$ cat config.mk
export PLATFORM = sky130hd
export DESIGN_NAME = ov5640_cfg_sequencer
export DESIGN_NICKNAME = d
export VERILOG_FILES = /design/src/rtl/ov5640_cfg_pkg.sv /design/src/rtl/ms_timer.sv /design/src/rtl/ov5640_cfg_sequencer.sv
export SDC_FILE = /design/constraint.sdc
export NUM_CORES = 1
export LEC_CHECK = 0
export CAP_MARGIN = 0
export CELL_PAD_IN_SITES_DETAIL_PLACEMENT = 0
export CELL_PAD_IN_SITES_GLOBAL_PLACEMENT = 1
export CORE_UTILIZATION = 38
export DETAILED_ROUTE_END_ITERATION = 12
export PLACE_DENSITY_LB_ADDON = 0.1
export SETUP_SLACK_MARGIN = 0.1
export SKIP_CTS_REPAIR_TIMING = 1
export SYNTH_ARGS = -nofsm -noshare
export SYNTH_HDL_FRONTEND = slang
export SYNTH_HIERARCHICAL = 1
export SYNTH_SLANG_ARGS = --single-unit
$ cat constraint.sdc
create_clock -name I_clk -period 4.3 [get_ports I_clk]
set_input_delay 1.075 -clock I_clk [delete_from_list [all_inputs] [get_ports I_clk]]
set_output_delay 1.075 -clock I_clk [all_outputs]
set_load 0.05 [all_outputs]
$ cat src/rtl/ov5640_cfg_pkg.sv
// Shared types and constants for the OV5640 configuration sequencer.
// LUT entries are packed as {dev_addr, reg_addr, data}.
package ov5640_cfg_pkg;

  typedef enum logic [3:0] {
    StIdle,
    StPwdn,
    StRst,
    StBoot,
    StFetch,
    StDly,
    StIssue,
    StWait,
    StNext,
    StDone,
    StErr
  } state_e;

  localparam int unsigned DEV_MSB  = 31;
  localparam int unsigned DEV_LSB  = 24;
  localparam int unsigned REG_MSB  = 23;
  localparam int unsigned REG_LSB  = 8;
  localparam int unsigned DATA_MSB = 7;
  localparam int unsigned DATA_LSB = 0;

  localparam logic [31:0] END_MARKER      = 32'hFFFF_FFFF;
  localparam logic [7:0]  DELAY_DEV       = 8'hFF;
  localparam logic [7:0]  OV5640_DEV_ADDR = 8'h78;

endpackage

$ cat src/rtl/ms_timer.sv
// Millisecond delay timer: load N ms, count down, flag expiry.
// O_expired rises in the last cycle of the delay so a caller leaving on it spends exactly N ms.
module ms_timer #(
  parameter int unsigned CYCLES_PER_MS = 27000
) (
  input  logic       I_clk,
  input  logic       I_rst,
  input  logic       I_load,
  input  logic [7:0] I_ms,
  output logic       O_expired
);

  localparam int unsigned CycW = (CYCLES_PER_MS > 1) ? $clog2(CYCLES_PER_MS) : 1;
  localparam logic [CycW-1:0] CycLast = CycW'(CYCLES_PER_MS - 1);

  logic [CycW-1:0] r_cyc;
  logic [7:0]      r_ms;
  logic            w_last;

  assign w_last    = (r_cyc == CycLast);
  assign O_expired = (r_ms == 8'd0) || ((r_ms == 8'd1) && w_last);

  always_ff @(posedge I_clk) begin
    if (I_rst) begin
      r_cyc <= '0;
      r_ms  <= '0;
    end else if (I_load) begin
      r_cyc <= '0;
      r_ms  <= I_ms;
    end else if (r_ms != 8'd0) begin
      if (w_last) begin
        r_cyc <= '0;
        r_ms  <= r_ms - 8'd1;
      end else begin
        r_cyc <= r_cyc + 1'b1;
      end
    end
  end

endmodule

$ cat src/rtl/ov5640_cfg_sequencer.sv
// Powers up the OV5640 and walks the register LUT, issuing one I2C write per entry
// with bounded NACK retries, delay entries and an end marker.
module ov5640_cfg_sequencer
  import ov5640_cfg_pkg::*;
#(
  parameter int unsigned CYCLES_PER_MS = 27000,
  parameter logic [9:0]  LUT_SIZE      = 10'd300,
  parameter int unsigned T_PWDN_MS     = 5,
  parameter int unsigned T_RST_MS      = 1,
  parameter int unsigned T_BOOT_MS     = 20,
  parameter int unsigned MAX_RETRY     = 3
) (
  input  logic        I_clk,
  input  logic        I_rst,
  input  logic        I_start,
  output logic [9:0]  O_lut_index,
  input  logic [31:0] I_lut_data,
  output logic        O_i2c_req,
  output logic [7:0]  O_i2c_dev_addr,
  output logic [15:0] O_i2c_reg_addr,
  output logic [7:0]  O_i2c_wr_data,
  input  logic        I_i2c_done,
  input  logic        I_i2c_err,
  output logic        O_cmos_pwdn,
  output logic        O_cmos_rst_n,
  output logic        O_busy,
  output logic        O_done,
  output logic        O_error,
  output logic [9:0]  O_fail_index
);

  localparam int unsigned RetryW = (MAX_RETRY > 0) ? $clog2(MAX_RETRY + 1) : 1;
  localparam logic [RetryW-1:0] RetryMax = RetryW'(MAX_RETRY);

  state_e            r_state, w_state_d;
  logic [9:0]        r_index, w_index_d;
  logic [RetryW-1:0] r_retry, w_retry_d;
  logic [31:0]       r_entry, w_entry_d;
  logic              r_req, w_req_d;
  logic [7:0]        r_dev, w_dev_d;
  logic [15:0]       r_reg, w_reg_d;
  logic [7:0]        r_wdata, w_wdata_d;
  logic              r_pwdn, w_pwdn_d;
  logic              r_rst_n, w_rst_n_d;
  logic              r_busy, w_busy_d;
  logic              r_done, w_done_d;
  logic              r_error, w_error_d;
  logic [9:0]        r_fail_index, w_fail_index_d;

  logic              w_tmr_load;
  logic [7:0]        w_tmr_ms;
  logic              w_tmr_expired;

  ms_timer #(
    .CYCLES_PER_MS(CYCLES_PER_MS)
  ) u_ms_timer (
    .I_clk    (I_clk),
    .I_rst    (I_rst),
    .I_load   (w_tmr_load),
    .I_ms     (w_tmr_ms),
    .O_expired(w_tmr_expired)
  );

  always_comb begin
    w_state_d      = r_state;
    w_index_d      = r_index;
    w_retry_d      = r_retry;
    w_entry_d      = r_entry;
    w_req_d        = r_req;
    w_dev_d        = r_dev;
    w_reg_d        = r_reg;
    w_wdata_d      = r_wdata;
    w_pwdn_d       = r_pwdn;
    w_rst_n_d      = r_rst_n;
    w_busy_d       = r_busy;
    w_done_d       = r_done;
    w_error_d      = r_error;
    w_fail_index_d = r_fail_index;
    w_tmr_load     = 1'b0;
    w_tmr_ms       = 8'd0;

    // Timed states load the timer on the transition into them.
    unique case (r_state)
      StIdle: begin
        if (I_start) begin
          w_state_d      = StPwdn;
          w_done_d       = 1'b0;
          w_error_d      = 1'b0;
          w_fail_index_d = '0;
          w_busy_d       = 1'b1;
          w_index_d      = '0;
          w_retry_d      = '0;
          w_pwdn_d       = 1'b1;
          w_rst_n_d      = 1'b0;
          w_tmr_load     = 1'b1;
          w_tmr_ms       = 8'(T_PWDN_MS);
        end
      end
      StPwdn: begin
        if (w_tmr_expired) begin
          w_state_d  = StRst;
          w_pwdn_d   = 1'b0;
          w_tmr_load = 1'b1;
          w_tmr_ms   = 8'(T_RST_MS);
        end
      end
      StRst: begin
        if (w_tmr_expired) begin
          w_state_d  = StBoot;
          w_rst_n_d  = 1'b1;
          w_tmr_load = 1'b1;
          w_tmr_ms   = 8'(T_BOOT_MS);
        end
      end
      StBoot: begin
        if (w_tmr_expired) w_state_d = StFetch;
      end
      StFetch: begin
        w_entry_d = I_lut_data;
        if (I_lut_data == END_MARKER) begin
          w_state_d = StDone;
        end else if (I_lut_data[DEV_MSB:DEV_LSB] == DELAY_DEV) begin
          w_state_d  = StDly;
          w_tmr_load = 1'b1;
          w_tmr_ms   = I_lut_data[DATA_MSB:DATA_LSB];
        end else begin
          w_state_d = StIssue;
        end
      end
      StDly: begin
        if (w_tmr_expired) w_state_d = StNext;
      end
      StIssue: begin
        w_dev_d   = r_entry[DEV_MSB:DEV_LSB];
        w_reg_d   = r_entry[REG_MSB:REG_LSB];
        w_wdata_d = r_entry[DATA_MSB:DATA_LSB];
        w_req_d   = 1'b1;
        w_state_d = StWait;
      end
      StWait: begin
        if (I_i2c_done) begin
          w_req_d = 1'b0;
          if (!I_i2c_err) begin
            w_state_d = StNext;
          end else if (r_retry < RetryMax) begin
            w_retry_d = r_retry + 1'b1;
            w_state_d = StIssue;
          end else begin
            w_state_d = StErr;
          end
        end
      end
      StNext: begin
        w_retry_d = '0;
        w_index_d = r_index + 10'd1;
        // Running off the end without a marker is treated as success.
        w_state_d = (r_index + 10'd1 == LUT_SIZE) ? StDone : StFetch;
      end
      StDone: begin
        w_done_d  = 1'b1;
        w_busy_d  = 1'b0;
        w_state_d = StIdle;
      end
      StErr: begin
        w_error_d      = 1'b1;
        w_fail_index_d = r_index;
        w_busy_d       = 1'b0;
        w_state_d      = StIdle;
      end
      default: w_state_d = StIdle;
    endcase
  end

  always_ff @(posedge I_clk) begin
    if (I_rst) begin
      r_state      <= StIdle;
      r_index      <= '0;
      r_retry      <= '0;
      r_entry      <= '0;
      r_req        <= 1'b0;
      r_dev        <= '0;
      r_reg        <= '0;
      r_wdata      <= '0;
      r_pwdn       <= 1'b1;
      r_rst_n      <= 1'b0;
      r_busy       <= 1'b0;
      r_done       <= 1'b0;
      r_error      <= 1'b0;
      r_fail_index <= '0;
    end else begin
      r_state      <= w_state_d;
      r_index      <= w_index_d;
      r_retry      <= w_retry_d;
      r_entry      <= w_entry_d;
      r_req        <= w_req_d;
      r_dev        <= w_dev_d;
      r_reg        <= w_reg_d;
      r_wdata      <= w_wdata_d;
      r_pwdn       <= w_pwdn_d;
      r_rst_n      <= w_rst_n_d;
      r_busy       <= w_busy_d;
      r_done       <= w_done_d;
      r_error      <= w_error_d;
      r_fail_index <= w_fail_index_d;
    end
  end

  assign O_lut_index    = r_index;
  assign O_i2c_req      = r_req;
  assign O_i2c_dev_addr = r_dev;
  assign O_i2c_reg_addr = r_reg;
  assign O_i2c_wr_data  = r_wdata;
  assign O_cmos_pwdn    = r_pwdn;
  assign O_cmos_rst_n   = r_rst_n;
  assign O_busy         = r_busy;
  assign O_done         = r_done;
  assign O_error        = r_error;
  assign O_fail_index   = r_fail_index;

endmodule

==> flow_summary.json <==
{
  "cts_tree": "built",
  "pwr_density_cell_nw_per_um2": 474.6,
  "tightest_slew_ns": 0.8636,
  "crit_chain": "clkdlybuf4s50_1 -> nand4_1 -> nor4_1 -> a2111oi_4 -> a311o_1 -> or2b_2 -> nor4_1 -> a2111oi_1",
  "ir_worst_vdd_mv": 0.2857,
  "grt_usage_pct": 19.78,
  "ios": 95,
  "yosys.area.top_type": "dfxtp_1",
  "drcViolationCount": 0,
  "wl_per_cell_um": 14.82,
  "worst_slack_ns": 0.5651,
  "cp-end-kind": "flip-flop",
  "synth_seq_area_share_pct": 45.39,
  "slew_headroom_pct": 42.43,
  "finClkSkew_ns": 0.01031,
  "synth_area_per_cell_sq_um": 8.013,
  "setup_violations": 0,
  "final_antenna_net_count": 0,
  "syn2layout_area_growth_pct": 30.56,
  "cp_slowest_cell": "a311o_1",
  "rrSetupSlack_ns": 0.70,
  "max_stage_delay_ns": 0.66,
  "finalSetupTns_ns": 0,
  "hp-start": "O_i2c_reg_addr[9]",
  "clockRootBuffer": "clkbuf_16",
  "io_buffers": 94,
  "synth.top_cell.area_share_pct": 45.39,
  "p_clk_share_pct": 40.0,
  "clockBufferDepth": 2,
  "hold_path_class": "reg -> reg",
  "layout-drive-gt1-share_pct": 6.924,
  "core_area_sq_um": 13350,
  "crit_required_ns": 4.57,
  "antenna_found_initial": 0,
  "grt_max_degree": 59,
  "rr_endpoint": "u_ms_timer/r_ms[7]",
  "critical_path_class": "in -> reg",
  "yosys_warnings": 6,
  "timing.rr.start": "u_ms_timer/r_cyc[8]",
  "post-route-period-util_pct": 86.86,
  "synth_ff_type": "dfxtp_1",
  "cp-start-kind": "input pin",
  "synthesis.area_sq_um": 5249,
  "grt.overflow.total": 0,
  "netSwitchingPower_mw": 1.015,
  "drtIter0Drc": 249,
  "synth_nets": 698,
  "synthArstFlopShare_pct": 0,
  "ys_ff_latch": 119,
  "maxCapViolCount": 0,
  "preCtsSetupSlack_ns": 0.1402,
  "synth_edf_count": 0,
  "grt_pass1_vias": 4555,
  "drt_wl_total_um": 13740,
  "internal_power_mw": 2.237,
  "synthTopCellsByArea": "dfxtp_1, nand2_1, a21oi_1",
  "dieWidth_um": 119.5,
  "cts.sinks": 119,
  "first_pass_iters": 4,
  "finalNetCount": 782,
  "rr_worst_depth": 8,
  "share_seq_of_total_power_pct": 38.1,
  "diodes": 0,
  "cp.arrival_ns": 4.00,
  "rsz0062_at_grt": "false",
  "initial_core_util_pct": 39.32,
  "cpMostUsedCell": "nor4_1",
  "fmax_mhz": 267.7,
  "hold_violations": 0,
  "syn_inst": 655,
  "path_max_fanout": 25,
  "dp_hpwl_um": 9351,
  "clk_pin_slew_ns": 0.05,
  "htree_levels": 4,
  "synth_cell_type_count": 67,
  "place.gp.congestion": 0.8368,
  "clk_latency_ns": 0.41,
  "postLayoutCoreUtil_pct": 51.34,
  "switching_share_pct": 31.20,
  "cts_buffers": 17,
  "p_total_mw": 3.252,
  "power_frac_comb_pct": 21.9,
  "grt_pass1_wl_um": 22630,
  "fp-row-count": 42,
  "viasPerCell": 5.254,
  "min_to": "O_i2c_reg_addr[9]",
  "drv_slew": 0,
  "power_leakage_nw": 2.278,
  "die_h_um": 119.5,
  "status": "completed",
  "die_area_sq_um": 14290,
  "route.vias.total": 4870,
  "fin_crit_ns": 3.735,
  "hold_depth": 2
}
## Yosys cell counts, types with 7 or more instances
cell type  instances
a21oi_1           92
a22o_1             8
and2_1             7
clkbuf_1          28
dfxtp_1          119
inv_1             10
nand2_1          158
nand3_1           11
nand4_1           11
nor2_1            42
nor2b_1           10
nor3_1             9
o21ai_0           19
or3_1             10
## worst max-delay path, delay by kind of cell
family                 cells  cell delay, ns
AO/OA/AOI/OAI              3            0.99
buffers and inverters      1            0.55
AND/OR/NAND/NOR            4            1.36
## power groups by stage
stage / combinational [mW] / sequential (mW) / clock (mW)
after floorplan: 0.565 / 1.25 / 0
after global placement: 0.708 / 1.26 / 0
after detailed placement: 0.709 / 1.26 / 0
after CTS: 0.712 / 1.24 / 1.33
after global routing: 0.797 / 1.25 / 1.38
final: 0.713 / 1.24 / 1.30
## sequential cells by signal (all words and copies together) (netlist names), 2 cells and up
| name | cells |
|---|---|
| r_state | 4 |
| O_fail_index | 10 |
| u_ms_timer/r_cyc | 15 |
| O_i2c_reg_addr | 16 |
| u_ms_timer/r_ms | 8 |
| O_i2c_wr_data | 8 |
| O_i2c_dev_addr | 8 |
| O_lut_index | 10 |
| r_retry | 2 |
| r_entry | 32 |
## placed cells by master, fill, tap and decap left out, drive strengths merged, types with 11 or more instances in the layout
| master | n |
|---|---|
| buf | 11 |
| dfxtp | 119 |
| nand4 | 11 |
| nand2 | 158 |
| nor2 | 42 |
| nor3 | 11 |
| clkdlybuf4s50 | 93 |
| o21ai | 21 |
| clkbuf | 22 |
| nand3 | 11 |
| a21oi | 92 |
## per-layer routing
metal	share of wire, %	vias up	global-route usage (%)
met5	0	-	0
met4	0.49	0	4.453
met3	4.3	4	5.894
met2	46	82	30.38
met1	49	2314	27.23
li1	-	2470	-
## layout make-up
type	count	area [sq um]
clock inverters	9	77.57
well taps	176	220.2
fillers	1335	6495
flip-flops and latches	119	2382
clock buffers	22	464.2
repair buffers	104	1013
inverters	10	37.54
multi-input cells	487	2658
## logic make-up after synthesis
family          share of synthesized area [%]
flops                                   45.39
compound gates                          19.79
buf+inv                                 4.124
mux                                    0.1907
simple gates                            27.91
xor+xnor                                1.168
fa+ha+maj                               1.430
## worst max-delay path by stage
stage	from	slack [ns]	to	cells after the start
2_1_floorplan	u_ms_timer/r_cyc[3]	1.08	u_ms_timer/r_ms[6]	9
3_3_place_gp	I_lut_data[2]	0.20	u_ms_timer/r_ms[4]	8
3_5_place_dp	I_lut_data[2]	0.14	u_ms_timer/r_ms[4]	8
4_1_cts	I_lut_data[2]	0.56	u_ms_timer/r_ms[4]	8
5_1_grt	I_lut_data[2]	0.38	u_ms_timer/r_ms[4]	8
6_report	I_lut_data[2]	0.57	u_ms_timer/r_ms[4]	8
## metrics by stage
stage	hold slack (ns)	instances	instance area, sq um
after CTS	0.4539	927	6853
after global placement	0.4377	896	6311
final	0.4502	927	6853
after detailed placement	0.4447	896	6311
after floorplan	0.4321	655	5249
after global routing	0.4664	927	6853
No activity file was read; power rests on OpenSTA's default activity.
